$ cat config.mk
export PLATFORM = sky130hd
export DESIGN_NAME = mux4_rr_arbiter
export DESIGN_NICKNAME = d
export VERILOG_FILES = /design/src/rtl/mux_arb_pkg.sv /design/src/rtl/rr_pick.sv /design/src/rtl/mux4_rr_arbiter.sv
export SDC_FILE = /design/constraint.sdc
export NUM_CORES = 1
export LEC_CHECK = 0
export CAP_MARGIN = 20
export CORE_MARGIN = 4
export CORE_UTILIZATION = 50
export DETAILED_ROUTE_END_ITERATION = 10
export PLACE_DENSITY = 0.79
export SLEW_MARGIN = 20
export SYNTH_ARGS = -nofsm -noshare
export SYNTH_HDL_FRONTEND = slang
export SYNTH_SLANG_ARGS = --single-unit
$ cat constraint.sdc
create_clock -name clk -period 5.3 [get_ports clk]
set_input_delay 1.06 -clock clk [delete_from_list [all_inputs] [get_ports clk]]
set_output_delay 1.06 -clock clk [all_outputs]
set_load 0.01 [all_outputs]
$ cat src/rtl/mux_arb_pkg.sv
// mux_arb_pkg: shared widths, FSM state type and one-hot helper for the 4:1 mux arbiter
package mux_arb_pkg;
    localparam int NUM_REQ = 4;
    localparam int SEL_W   = 2;

    typedef enum logic {IDLE, GRANT} state_t;

    function automatic logic [NUM_REQ-1:0] onehot(input logic [SEL_W-1:0] idx);
        logic [NUM_REQ-1:0] v;
        v      = '0;
        v[idx] = 1'b1;
        return v;
    endfunction
endpackage

$ cat src/rtl/rr_pick.sv
// rr_pick: round-robin search for the first set request after the last owner
module rr_pick
    import mux_arb_pkg::*;
(
    input  logic [NUM_REQ-1:0] req,
    input  logic [SEL_W-1:0]   ptr,
    output logic [SEL_W-1:0]   pick,
    output logic               any
);
    logic [SEL_W-1:0] p1, p2, p3;

    // candidates in priority order: ptr+1, ptr+2, ptr+3, then ptr itself
    always_comb begin
        p1   = ptr + 2'd1;
        p2   = ptr + 2'd2;
        p3   = ptr + 2'd3;
        pick = req[p1] ? p1 : req[p2] ? p2 : req[p3] ? p3 : ptr;
        any  = |req;
    end
endmodule

$ cat src/rtl/mux4_rr_arbiter.sv
// mux4_rr_arbiter: round-robin owner of a registered 4:1 mux with bounded hold time
module mux4_rr_arbiter
    import mux_arb_pkg::*;
#(
    parameter int WIDTH    = 1,
    parameter int MAX_HOLD = 8
) (
    input  logic             clk,
    input  logic             rst,
    input  logic [3:0]       req,
    input  logic [3:0]       done,
    input  logic [WIDTH-1:0] a,
    input  logic [WIDTH-1:0] b,
    input  logic [WIDTH-1:0] c,
    input  logic [WIDTH-1:0] d,
    output logic [1:0]       sel,
    output logic [3:0]       gnt,
    output logic [WIDTH-1:0] y,
    output logic             y_valid
);
    localparam logic [7:0] HOLD_LAST = 8'(MAX_HOLD - 1);

    state_t           state;
    logic [SEL_W-1:0] ptr;
    logic [7:0]       hold_cnt;
    logic [SEL_W-1:0] pick;
    logic             any;
    logic             rel_now;
    logic [WIDTH-1:0] lane;

    rr_pick u_pick (
        .req  (req),
        .ptr  (ptr),
        .pick (pick),
        .any  (any)
    );

    // ptr always names the owner while granted; any release cause ends the grant once
    always_comb begin
        rel_now = done[ptr] | ~req[ptr] | (hold_cnt == HOLD_LAST);
        lane    = (sel == 2'd0) ? a : (sel == 2'd1) ? b : (sel == 2'd2) ? c : d;
    end

    // arbitration FSM: grant on request, release on done/drop/timeout, bubble in IDLE
    always_ff @(posedge clk or posedge rst) begin
        if (rst) begin
            state    <= IDLE;
            gnt      <= '0;
            sel      <= '0;
            ptr      <= 2'd3;
            hold_cnt <= '0;
        end else begin
            case (state)
                IDLE: begin
                    gnt <= '0;
                    if (any) begin
                        state    <= GRANT;
                        gnt      <= onehot(pick);
                        sel      <= pick;
                        ptr      <= pick;
                        hold_cnt <= '0;
                    end
                end
                GRANT: begin
                    if (rel_now) begin
                        state    <= IDLE;
                        gnt      <= '0;
                        hold_cnt <= '0;
                    end else begin
                        hold_cnt <= hold_cnt + 8'd1;
                    end
                end
                default: state <= IDLE;
            endcase
        end
    end

    // output register: capture the owner's lane one cycle behind the grant
    always_ff @(posedge clk or posedge rst) begin
        if (rst) begin
            y       <= '0;
            y_valid <= 1'b0;
        end else begin
            y_valid <= (state == GRANT);
            if (state == GRANT) y <= lane;
        end
    end
endmodule

# == Yosys cells after proc, flatten, opt, wreduce, memory -nomap -nowiden ==
# Index checks and enable logic that the tools add are counted.
# totals
ff_bits,19
in_bits,14
output_inout_bits,8
elab_cells,57
# op_classes
add_sub_neg,4
magnitude_cmp,6
n_eq_ne,5
n_mux,27
bitwise_logic,4
n_reduce_logical,4
# op_table
cell,count
two-way mux 8 bit,2
one-hot mux 8 bit (2 select lines),1
< comparator 2 x 3 -> 1 bit (second input constant),5
two-way mux 1 bit,11
binary-select mux 1 bit (select 2 bit),5
adder 8 x 1 -> 8 bit (second input constant),1
== test 8 x 3 -> 1 bit (second input constant),1
two-way mux 4 bit,2
one-hot mux 4 bit (2 select lines),1
two-way mux 2 bit,3
adder 2 bit (second input constant),2
OR reduction 4 bit,1
adder 2 x 1 -> 2 bit (second input constant),1
demux 1 bit (select 2 bit),1
== test 2 x 1 -> 1 bit (second input constant),1
== test 2 bit (second input constant),1
greater-or-equal comparator 2 x 1 -> 1 bit (second input constant),1
logical NOT 2 bit,1
!= test 2 x 1 -> 1 bit (second input constant),1
!= test 2 bit (second input constant),1
NOT 1 bit,2
bitwise OR 1 bit,2
one-hot mux 1 bit (2 select lines),1
AND reduction 2 bit,1
logical AND 1 bit,1

# == Longest topological paths before layout ==
# Gate-level depths: netlist of the first run.
# logic_depth
word_depth,12
depth_mapped,5
ltp_nobuf,5

# == Hierarchy ==
# Synthesis of the first run repeated with hierarchy kept, for this count alone.
# unflattened
hier_cells,97
hier_area_um2,1047.3
# by_module_without_submodules
mod,n_inst,cells_per_inst,area_per_inst_um2,seq_area_each_um2
mux4_rr_arbiter,1,83,964.7,478.0
rr_pick,1,14,82.6,0.0

# == Least setup slack after synthesis of the first run ==
# Ideal clock, no wire load.
# synth_timing
path_kind,in2reg
from,in req[1]
to,reg hold_cnt[7]
setup_time_ps,64
arrival_ps,2284
path_slack_ps,2952
path_stages,4
path_buffers,0
cell_sequence,or2b_2 -> mux4_2 -> o31ai_1 -> a22o_2
# synth_via
elab_chain_len,7
elab_cells_between_ends,9
cone_classes,eq/ne: 1; mux: 4; bitwise: 3; reduce/logical: 1
# synth_lines
item,line,text
start: declaration,mux4_rr_arbiter.sv:10,"input logic [3:0] req,"
binary-select mux 1 bit (select 2 bit),mux4_rr_arbiter.sv:40,rel_now = done[ptr] | ~req[ptr] | (hold_cnt == HOLD_LAST);
two-way mux 1 bit (not written as such),mux4_rr_arbiter.sv:40,
NOT 1 bit,mux4_rr_arbiter.sv:40,
bitwise OR 1 bit (2 in a row),mux4_rr_arbiter.sv:40,
two-way mux 8 bit,mux4_rr_arbiter.sv:65,if (rel_now) begin
one-hot mux 8 bit (2 select lines),mux4_rr_arbiter.sv:53,case (state)
end signal: assignment,mux4_rr_arbiter.sv:70,hold_cnt <= hold_cnt + 8'd1;
end: declaration,mux4_rr_arbiter.sv:25,logic [7:0] hold_cnt;
# Parallel ways exist; a longest one is shown, timed or not. The select of a mux whose other input is x is not followed.
# A chain may end at the register's enable or synchronous reset.

# == Worst setup path after layout of the first run ==
# layout_timing
from,in req[1]
to,reg hold_cnt[3]
# The elaborated chain is that of the path after synthesis.

==> results.md, run 1 <==
* Drt pass-1 iters at 4
* Routability congestion estimate from global placement at 0.8295
* Yosys warning count at 0
* Met3 global-route usage at 3.662%
* Family with the most delay on the worst path: multiplexers
* Worst Tran Pin Value at 0.8110 ns
* Antenna diodes at 0
* # clock sinks at 19
* Post-CTS Setup Bufs at 0
* Max Freq at 0.3661 GHz
* Setup tns final at 0 ns
* Final hold violations at 0
* Largest net degree at the start of global routing at 20
* Arrival time at the worst endpoint at 2.97 ns
* Share of layout cells above drive strength 1 at ~17%
* Synthesized area at about 1000 um2
* Clock Skew at 0.01266 ns
* Placed Instances at 140
* Wirelength, routed at 2.236 mm
* All-layer global routing usage at a little under a fifth
* Outcome: finished clean
* GR peak layer: met2
* DIE AREA at 2864 um2
* Final setup viols at 0
* PortBufs at 21
* Worst r2r path cells at 4
* Final net count at roughly 130
* Pleak at 0.5319 nW
* CP endpoint kind: flip-flop
* Most frequent cells in the layout: clkdlybuf4s50_1, dfrtp_1, nand2_1, nor2_1, a21oi_1
* Wirelength per Cell at 15.53 um
* Post-synthesis cell count at 94
* CP cell instances: clkdlybuf4s50_1 -> or2b_2 -> mux4_2 -> a211oi_1 -> a21o_2
* Row count at 16
* Antenna Nets Post-Route at 0
* Slowest CP cell: mux4_2
* Post-route DRC at 0
* Met2 Use GR at 30.00%
* Root Buffer: clkbuf_4
* Distinct cells, synth at 39
* WS Path Type: input pin to flip-flop
* Initial DRC Count at 29
* Die height at 53.52 um
* Fin crit period at 2.731 ns
* Largest family of logic cells by synthesized area: compound AO/OA/AOI/OAI gates
* Worst Setup Start Kind: input pin
* Worst path required time at 5.54 ns
* Die Width at 53.52 um
* Max VDD drop at between 200 and 300 uV
* Max-Cap Viols at 0
* CTS clk-pin slew, worst paths at between 0.1 and 0.15 ns
* CTS Buffer Depth at 2
* Hold depth at 1
* Mux contribution to synthesized area at 7.488%
* Clock tree from TritonCTS: yes
* Initial antenna violation count at 0
* Avg Inst Size Synth at about 11 um2
* Synthesis-to-layout area growth at 24.64%
* Sequential-to-total area share from yosys stat at 46.14%
* Max stage delay on crit path at 0.57 ns
* RSZ-0062 raised after global routing: false
* Power Density at about 430 nW/um2
* Post-Synth Simple-Gate Area at 20.05%
* Vias in the first global route at 846
* Fillers at about 170
* HP Class: flip-flop to flip-flop
* FF+latch count, synth at 19
* I/O pin total at 22
* Met1 Usage GRT at 24.33%
* H-tree depth at 1
* Hold Buf Count CTS at 0
* Via count at 848
* CTS buffer count at 3
* Post-synthesis xor/xnor area fraction at 0%
* Compound-Gate Fraction of Synth Area at 22.83%
* CP max FO at 8
* Period Utilization, post-route at 51.54%
* First-pass GRT wire length at 3.815 mm
* Cts repair resizes at 0
* Leading cell type in the layout, fill and taps excluded: clkdlybuf4s50_1
* Slew Limit Headroom at about 46%
* Total gr overflow at 0
* CP bufs+invs at 1
* Initial core utilization at between 50% and 60%
* Fin cells at 144
* Synthesized netlist net count at approximately 110
* Core ar. at ~2000 um2
* Path length in cells of the critical path at 5
* Via/cell ratio at 5.889
* Adder-Cell Fraction of Synth Area at 1.208%
* Clock Latency Late Sink at 0.30 ns
* Max Slew Vio Count at 0
[Yosys cell counts, drive strengths merged]
| master | number | area [um2] |
|---|---|---|
| or2 | 2 | 12.51 |
| o31a | 1 | 8.760 |
| a211oi | 3 | 22.52 |
| a311oi | 1 | 8.760 |
| nand4 | 1 | 6.260 |
| nand3 | 2 | 10.01 |
| a22o | 3 | 30.03 |
| mux2i | 1 | 10.01 |
| o21ai | 2 | 10.01 |
| a21oi | 4 | 20.02 |
| inv | 2 | 7.510 |
| nor2b | 3 | 18.77 |
| o2bb2ai | 2 | 17.52 |
| mux4 | 2 | 45.04 |
| a21o | 3 | 23.77 |
| nand2 | 7 | 26.28 |
| o31ai | 4 | 43.79 |
| or4 | 1 | 11.26 |
| o22ai | 1 | 6.260 |
| nor3 | 3 | 15.01 |
| or3 | 2 | 12.51 |
| and3b | 1 | 8.760 |
| nor2 | 6 | 30.03 |
| ha | 1 | 12.51 |
| or2b | 4 | 31.28 |
| dfstp | 2 | 52.55 |
| mux2 | 2 | 22.52 |
| a221o | 1 | 10.01 |
| nor4 | 1 | 6.260 |
| a32o | 2 | 20.02 |
| dfrtp | 17 | 425.4 |
| nand2b | 3 | 18.77 |
| buf | 1 | 11.26 |
| o21a | 2 | 15.01 |
| clkbuf | 1 | 5.000 |
[cell type report]
cell class                 count  area (um2)  area share (%)
tap                           27       33.78           2.616
multi-input combinational     71       534.3           41.38
sequential                    19       478.0           37.02
timing repair buffer          21       210.2           16.28
clock buffer                   3       22.52           1.744
clock inverter                 1       5.005          0.3876
inverter                       2       7.507          0.5814
[kinds of logic (layout without fill, tap and decap cells)]
logic type	count (synthesis)	in the layout
and+or+nand+nor	36	36
AOI/OAI and AO/OA	29	29
DFF	19	19
muxes	5	5
buffers and inverters	4	27
adders and majority gates	1	1
[through the flow]
step / hold WS (ns) / setup WS [ns] / instance area [um2] / utilization (%) / power [W]
after floorplan: 0.3529 / 2.952 / 1036 / - / 0.0003940
after global placement: 0.4854 / 2.302 / 1264 / 64.41 / 0.0004805
after detailed placement: 0.4986 / 2.285 / 1264 / 64.41 / 0.0004908
after CTS: 0.5259 / 2.597 / 1291 / 65.82 / 0.0005642
after global routing: 0.5609 / 2.463 / 1291 / 65.82 / 0.0006017
final: 0.5212 / 2.569 / 1291 / 65.82 / 0.0005578
[state kept, by name, indices dropped and copies added (netlist names)]
| register | count |
|---|---|
| state | 1 |
| hold_cnt | 8 |
| y | 1 |
| gnt | 4 |
| sel | 2 |
| y_valid | 1 |
| ptr | 2 |
[where the power goes]
| group | internal, W | switching [W] |
|---|---|---|
| clock network | 0.0000282 | 0.0000453 |
| registers | 0.000196 | 0.0000462 |
| logic | 0.000131 | 0.000111 |
| total | 0.000355 | 0.000203 |
[layer usage]
metal  share of wire, %  vias up
li1                   -      405
met1                 43      422
met2                 52       18
met3                3.7        3
met4                1.1        0
met5                  0        -
[final timing paths]
kind                              from     endpoint  slack, ns
max                             req[1]  hold_cnt[3]       2.57
max in group asynchronous          rst  hold_cnt[7]       3.68
min reg2reg                     gnt[2]       gnt[2]       0.52
min                             gnt[2]       gnt[2]       0.52
min in group asynchronous          rst       gnt[1]       1.16
max reg2reg                hold_cnt[3]  hold_cnt[6]       3.32
Note: power is estimated with default switching activity, not from simulation.
==> inputs of run 2 (changes only) <==
--- a/config.mk
+++ b/config.mk
@@ -7,9 +7,9 @@
 export LEC_CHECK = 0
 export CAP_MARGIN = 20
 export CORE_MARGIN = 4
-export CORE_UTILIZATION = 50
+export CORE_UTILIZATION = 49
 export DETAILED_ROUTE_END_ITERATION = 10
-export PLACE_DENSITY = 0.79
+export PLACE_DENSITY = 0.77
 export SLEW_MARGIN = 20
 export SYNTH_ARGS = -nofsm -noshare
 export SYNTH_HDL_FRONTEND = slang
==> constraint.sdc (replaced) <==
create_clock -name clk -period 2.6 [get_ports clk]
set_input_delay 0.52 -clock clk [delete_from_list [all_inputs] [get_ports clk]]
set_output_delay 0.52 -clock clk [all_outputs]
set_load 0.01 [all_outputs]
==> results.md, run 2 (synthesis gave the netlist of run 1 again) <==
* Outcome: finished clean (unchanged)
* Slew Limit Headroom at 52.32% (was 45.56%)
* Clk pwr share at 13.2% (about the same)
* Final net count at 136 (was 133)
* Initial core utilization at 52.27% (was 52.81%)
* Antenna diodes at 0 (unchanged)
* Via count at 877 (was 848)
* Worst Tran Pin Value at 0.7144 ns (was 0.8110 ns)
* Int Power at 0.0007339 W (was 0.0003552 W)
* Max FFs per register at 8 (unchanged)
* Worst Setup Start Kind: input pin (unchanged)
* Cts repair resizes at 0 (unchanged)
* Pleak at 0.5468 nW (was 0.5319 nW)
* Worst reg2reg startpoint: hold_cnt[3] (unchanged)
* Clock Latency Late Sink at 0.30 ns (about the same)
* Hold_sp: gnt[3] (was gnt[2])
* Combinational share of power at 44.2% (was 43.4%)
* CTS buffer count at 3 (unchanged)
* Fillers at 145 (was 171)
* Max Freq at 0.4555 GHz
* Core ar. at 1982 um2 (was 1962 um2)
* Max VDD drop at 665.0 uV (was 279.6 uV)
* Total gr overflow at 0 (unchanged)
* CP endpoint kind: flip-flop (unchanged)
* I/O pin total at 22 (unchanged)
* Drt pass-1 iters at 4 (unchanged)
* Crit Reg-Reg Endpoint: hold_cnt[6] (unchanged)
* Max-Cap Viols at 0 (unchanged)
* Area of the multi-input gates at 534.3 um2 (unchanged)
* Post-route DRC at 0 (unchanged)
* Arrival time at the worst endpoint at 2.45 ns (was 2.97 ns)
* Placed Instances at 143 (was 140)
* Largest net degree at the start of global routing at 20 (unchanged)
* CTS Buffer Depth at 2 (unchanged)
* Most frequent cells in the layout: clkdlybuf4s50_1, dfrtp_1, nand2_1, nor2_1, a21oi_1 (unchanged)
* All-layer global routing usage at 18.54% (was 18.45%)
* Fin area at 1314 um2 (was 1291 um2)
* Die height at 53.98 um (was 53.52 um)
* Antenna Nets Post-Route at 0 (unchanged)
* Fin cells at 147 (was 144)
* Hold depth at 1 (unchanged)
* Register Area at 478.0 um2 (unchanged)
* Post-CTS Setup Bufs at 0 (unchanged)
* Initial DRC Count at 13 (was 29)
* P_sw at 0.0004232 W (was 0.0002026 W)
* Worst path required time at 2.85 ns (was 5.54 ns)
* Via/cell ratio at 5.966 (was 5.889)
* Flop2flop setup slack at 0.58 ns (was 3.32 ns)
* PortBufs at 21 (unchanged)
* Max Slew Vio Count at 0 (unchanged)
* Top Registers: hold_cnt (8), gnt (4) (unchanged)
* Row count at 16 (unchanged)
* Sequential power share at 42.5% (was 43.4%)
* Clock Skew at 0.006111 ns (was 0.01266 ns)
* CTS clk-pin slew, worst paths at 0.12 ns (was 0.11 ns)
* Synthesis-to-layout area growth at 26.81% (was 24.64%)
* Worst r2r path cells at 4 (unchanged)
* Setup tns final at 0 ns (unchanged)
* Most flop-heavy register: hold_cnt (unchanged)
* H-tree depth at 1 (unchanged)
* Share of layout cells above drive strength 1 at 19.17% (was 17.09%)
* Root Buffer: clkbuf_4 (unchanged)
* First-pass GRT wire length at 3.843 mm (was 3.815 mm)
* # clock sinks at 19 (unchanged)
* Clock tree from TritonCTS: yes (unchanged)
* CP max FO at 8 (unchanged)
* Final hold violations at 0 (unchanged)
* Leading cell type in the layout, fill and taps excluded: clkdlybuf4s50_1 (unchanged)
* WS Path Type: input pin to flip-flop (unchanged)
* Initial antenna violation count at 0 (unchanged)
* Vias in the first global route at 841 (was 846)
* Power Density at 880.8 nW/um2 (was 432.0 nW/um2)
* Hold Buf Count CTS at 0 (unchanged)
* Die Width at 53.98 um (was 53.52 um)
* DIE AREA at 2914 um2 (was 2864 um2)
* Wirelength, routed at 2.317 mm (was 2.236 mm)
* Area of placed instances at 1286 um2 (was 1264 um2)
* Routability congestion estimate from global placement at 0.8142 (was 0.8295)
* Switching share of total power at 36.58% (was 36.32%)
* Minimum hold slack at 0.5115 ns (was 0.5212 ns)
* Fin crit period at 2.195 ns
* Wirelength per Cell at 15.76 um (was 15.53 um)
* Hold Path End: gnt[3] (was gnt[2])
* Final setup viols at 0 (unchanged)
* Period Utilization, post-route at 84.44%
* RSZ-0062 raised after global routing: false (unchanged)
* Detailed Place HPWL at ~1.7 mm
* HP Class: flip-flop to flip-flop (unchanged)
[run 2: cell count changes in the layout (fill, tap and decap cells not counted), sizes merged]
| cell | change |
|---|---|
| buf | +3 |
[run 2: power groups by stage]
stage          registers (W)  clock network (W)  logic [W]
2_1_floorplan       0.000486                  0   0.000317
3_3_place_gp        0.000497                  0   0.000500
3_5_place_dp        0.000499                  0   0.000510
4_1_cts             0.000493           0.000157   0.000512
5_1_grt             0.000512           0.000169   0.000559
6_report            0.000492           0.000153   0.000512
[run 2: worst max-delay path: stages]
cell             delay (ns)
clkdlybuf4s50_1        0.54
or2b_2                 0.31
mux4_2                 0.58
o31ai_1                0.31
a22o_2                 0.18
[run 2: metal layers]
| metal | track usage [%] | vias up | part of all wire, % |
|---|---|---|---|
| met2 | 30.85 | 29 | 48 |
| met3 | 2.493 | 2 | 4.1 |
| met5 | 0 | - | 0 |
| met4 | 8.714 | 0 | 0.73 |
| li1 | - | 413 | - |
| met1 | 23.73 | 433 | 48 |
[run 2: final cells by class]
| cell class | count | share of cell area (%) |
|---|---|---|
| Clock buffer | 3 | 1.714 |
| Tap cell | 27 | 2.571 |
| Multi-Input combinational cell | 71 | 40.67 |
| Timing Repair Buffer | 24 | 17.71 |
| Sequential cell | 19 | 36.38 |
| Inverter | 2 | 0.5714 |
| Clock inverter | 1 | 0.3810 |
[run 2: how the worst max path moves through the flow]
stage                           start          end  slack, ns  depth (start not counted)
after floorplan           hold_cnt[3]  hold_cnt[6]       0.77                          4
after CTS                      req[1]  hold_cnt[2]       0.42                          5
after global routing           req[1]  hold_cnt[2]       0.33                          5
after detailed placement       req[1]  hold_cnt[2]       0.11                          5
after global placement         req[1]  hold_cnt[2]       0.14                          5
final                          req[1]  hold_cnt[2]       0.40                          5
[run 2: metrics by stage]
stage	total power [W]	utilization [%]	setup WS, ns
finish	0.001157	66.29	0.4046
global route	0.001240	66.29	0.3261
CTS	0.001162	66.29	0.4243
detailed placement	0.001009	64.90	0.1139
global placement	0.0009970	64.90	0.1424
floorplan	0.0008031	-	0.7722
==> inputs of run 3 (changes only) <==
==> constraint.sdc (replaced) <==
create_clock -name clk -period 2.2 [get_ports clk]
set_input_delay 0.44 -clock clk [delete_from_list [all_inputs] [get_ports clk]]
set_output_delay 0.44 -clock clk [all_outputs]
set_load 0.01 [all_outputs]
==> results.md, run 3 (synthesis gave the netlist of run 1 again) <==
* Outcome: finished clean (unchanged)
* Wirelength, routed at 2.352 mm (was 2.317 mm)
* DIE AREA at 2914 um2 (unchanged)
* CP bufs+invs at 1 (unchanged)
* Max stage delay on crit path at 0.57 ns (was 0.58 ns)
* Post-CTS Setup Bufs at 0 (unchanged)
* Most frequent cells in the layout: clkdlybuf4s50_1, dfrtp_1, buf_4, nand2_1, nor2_1 (was clkdlybuf4s50_1, dfrtp_1, nand2_1, nor2_1, a21oi_1)
* Worst reg2reg startpoint: hold_cnt[3] (unchanged)
* First-pass GRT wire length at 3.926 mm (was 3.843 mm)
* Clock Latency Late Sink at 0.30 ns (about the same)
* Initial core utilization at 52.27% (unchanged)
* Crit Reg-Reg Endpoint: hold_cnt[6] (unchanged)
* PortBufs at 21 (unchanged)
* Initial antenna violation count at 0 (unchanged)
* Max Slew Vio Count at 0 (unchanged)
* I/O pin total at 22 (unchanged)
* Most flop-heavy register: hold_cnt (unchanged)
* Hold Buf Count CTS at 0 (unchanged)
* Path length in cells of the critical path at 5 (unchanged)
* Antenna diodes at 0 (unchanged)
* Max-Cap Viols at 0 (unchanged)
* Final core utilization at 68.56% (was 66.29%)
* Final setup viols at 0 (unchanged)
* Row count at 16 (unchanged)
* CTS clk-pin slew, worst paths at 0.12 ns (about the same)
* All-layer global routing usage at 18.82% (was 18.54%)
* CP cell instances: clkdlybuf4s50_1 -> or2b_2 -> mux4_2 -> o31ai_1 -> a22o_2 (unchanged)
* Setup ws final at 0.1886 ns (was 0.4046 ns)
* Flop2flop setup slack at 0.20 ns (was 0.58 ns)
* Worst Setup Start Kind: input pin (unchanged)
* Antenna Nets Post-Route at 0 (unchanged)
* CP endpoint kind: flip-flop (unchanged)
* Vias in the first global route at 823 (was 841)
* Top Registers: hold_cnt (8), gnt (4) (unchanged)
* Slew Limit Headroom at 69.88% (was 52.32%)
* Initial DRC Count at 28 (was 13)
* Detailed Place HPWL at 1.763 mm (was 1.653 mm)
* Synthesis-to-layout area growth at 31.16% (was 26.81%)
* Drt pass-1 iters at 4 (unchanged)
* Largest net degree at the start of global routing at 20 (unchanged)
* Clock Skew at 0.009268 ns (was 0.006111 ns)
* Worst path required time at 2.45 ns (was 2.85 ns)
* Arrival time at the worst endpoint at 2.26 ns (was 2.45 ns)
* Worst Tran Pin Value at 0.4518 ns (was 0.7144 ns)
* Period Utilization, post-route at 91.43%
* Via count at 878 (was 877)
* H-tree depth at 1 (unchanged)
* Max FFs per register at 8 (unchanged)
* Worst r2r path cells at 4 (unchanged)
* Die Width at 53.98 um (unchanged)
* Power Density at 1027 nW/um2 (was 880.8 nW/um2)
* Max Freq at 0.4972 GHz
* Share of layout cells above drive strength 1 at 23.02% (was 19.17%)
* Post-route DRC at 0 (unchanged)
* CP max FO at 8 (unchanged)
* # clock sinks at 19 (unchanged)
* Fin crit period at 2.011 ns
* Pleak at 0.5764 nW (was 0.5468 nW)
* Final hold violations at 0 (unchanged)
* Clock tree from TritonCTS: yes (unchanged)
* HP Class: input pin to asynchronous set/reset pin (was flip-flop to flip-flop)
* Via/cell ratio at 5.739 (was 5.966)
* Wirelength per Cell at 15.37 um (was 15.76 um)
* CTS Buffer Depth at 2 (unchanged)
* Cts repair resizes at 0 (unchanged)
* Family with the most delay on the worst path: multiplexers (unchanged)
* RSZ-0062 raised after global routing: false (unchanged)
* Total gr overflow at 0 (unchanged)
* Max VDD drop at 797.1 uV (was 665.0 uV)
* Leading cell type in the layout, fill and taps excluded: clkdlybuf4s50_1 (unchanged)
* WS Path Type: input pin to flip-flop (unchanged)
* Die height at 53.98 um (unchanged)
* Root Buffer: clkbuf_4 (unchanged)
* Routability congestion estimate from global placement at 0.8386 (was 0.8142)
* Place WS at -0.1088 ns (was 0.1139 ns)
* Final net count at 142 (was 136)
* Core ar. at 1982 um2 (unchanged)
* CTS buffer count at 3 (unchanged)
* Slowest CP cell: mux4_2 (unchanged)
==> run 3: cell types whose count changed in the layout (fill, tap and decap cells not counted), sizes merged <==
cell,change
buf,+6
==> run 3: worst max-delay path by stage <==
stage | start | to | slack, ns
global route | hold_cnt[3] | hold_cnt[6] | 0.11
finish | req[1] | hold_cnt[2] | 0.19
detailed placement | req[1] | hold_cnt[2] | -0.11
CTS | req[1] | hold_cnt[2] | 0.19
floorplan | hold_cnt[3] | hold_cnt[6] | 0.37
global placement | req[1] | hold_cnt[2] | -0.08
==> run 3: area by class of cell <==
class,instances,area (um2)
inverter,2,7.507
fill,149,623.1
tap,27,33.78
multi-input combinational,71,534.3
timing repair buffer,30,277.8
clock buffer,3,22.52
sequential,19,478.0
clock inverter,1,5.005
==> run 3: through the flow <==
step / instance area [um2] / hold slack (ns) / std cells / power [W] / TNS [ns]
floorplan: 1036 / 0.3529 / 94 / 0.0009491 / 0
global placement: 1331 / 0.4800 / 149 / 0.001194 / -0.5740
detailed placement: 1331 / 0.4851 / 149 / 0.001222 / -0.8845
CTS: 1359 / 0.4488 / 153 / 0.001407 / 0
global route: 1359 / 0.4750 / 153 / 0.001495 / 0
finish: 1359 / 0.4428 / 153 / 0.001395 / 0
==> run 3: metal layers <==
layer / wire (um) / vias to the layer above / part of all wire (%) / track usage, %
li1: - / 422 / - / -
met1: 1033 / 426 / 44 / 25.79
met2: 1192 / 28 / 51 / 30.24
met3: 118 / 2 / 5.0 / 3.047
met4: 8 / 0 / 0.34 / 6.224
met5: 0 / - / 0 / 0
==> run 3: tightest hold or removal path, cell delays in order <==
cell and delay [ns]:
clkdlybuf4s50_1 0.39, inv_1 0.05, buf_4 0.25
==> run 3: power breakdown <==
group	total, W	switching (W)	leakage, nW	internal (W)
sequential	0.000589	0.000117	0.243	0.000471
combinational	0.000627	0.000282	0.316	0.000345
clock	0.000180	0.000112	0.0177	0.0000677
total	0.00140	0.000511	0.576	0.000884
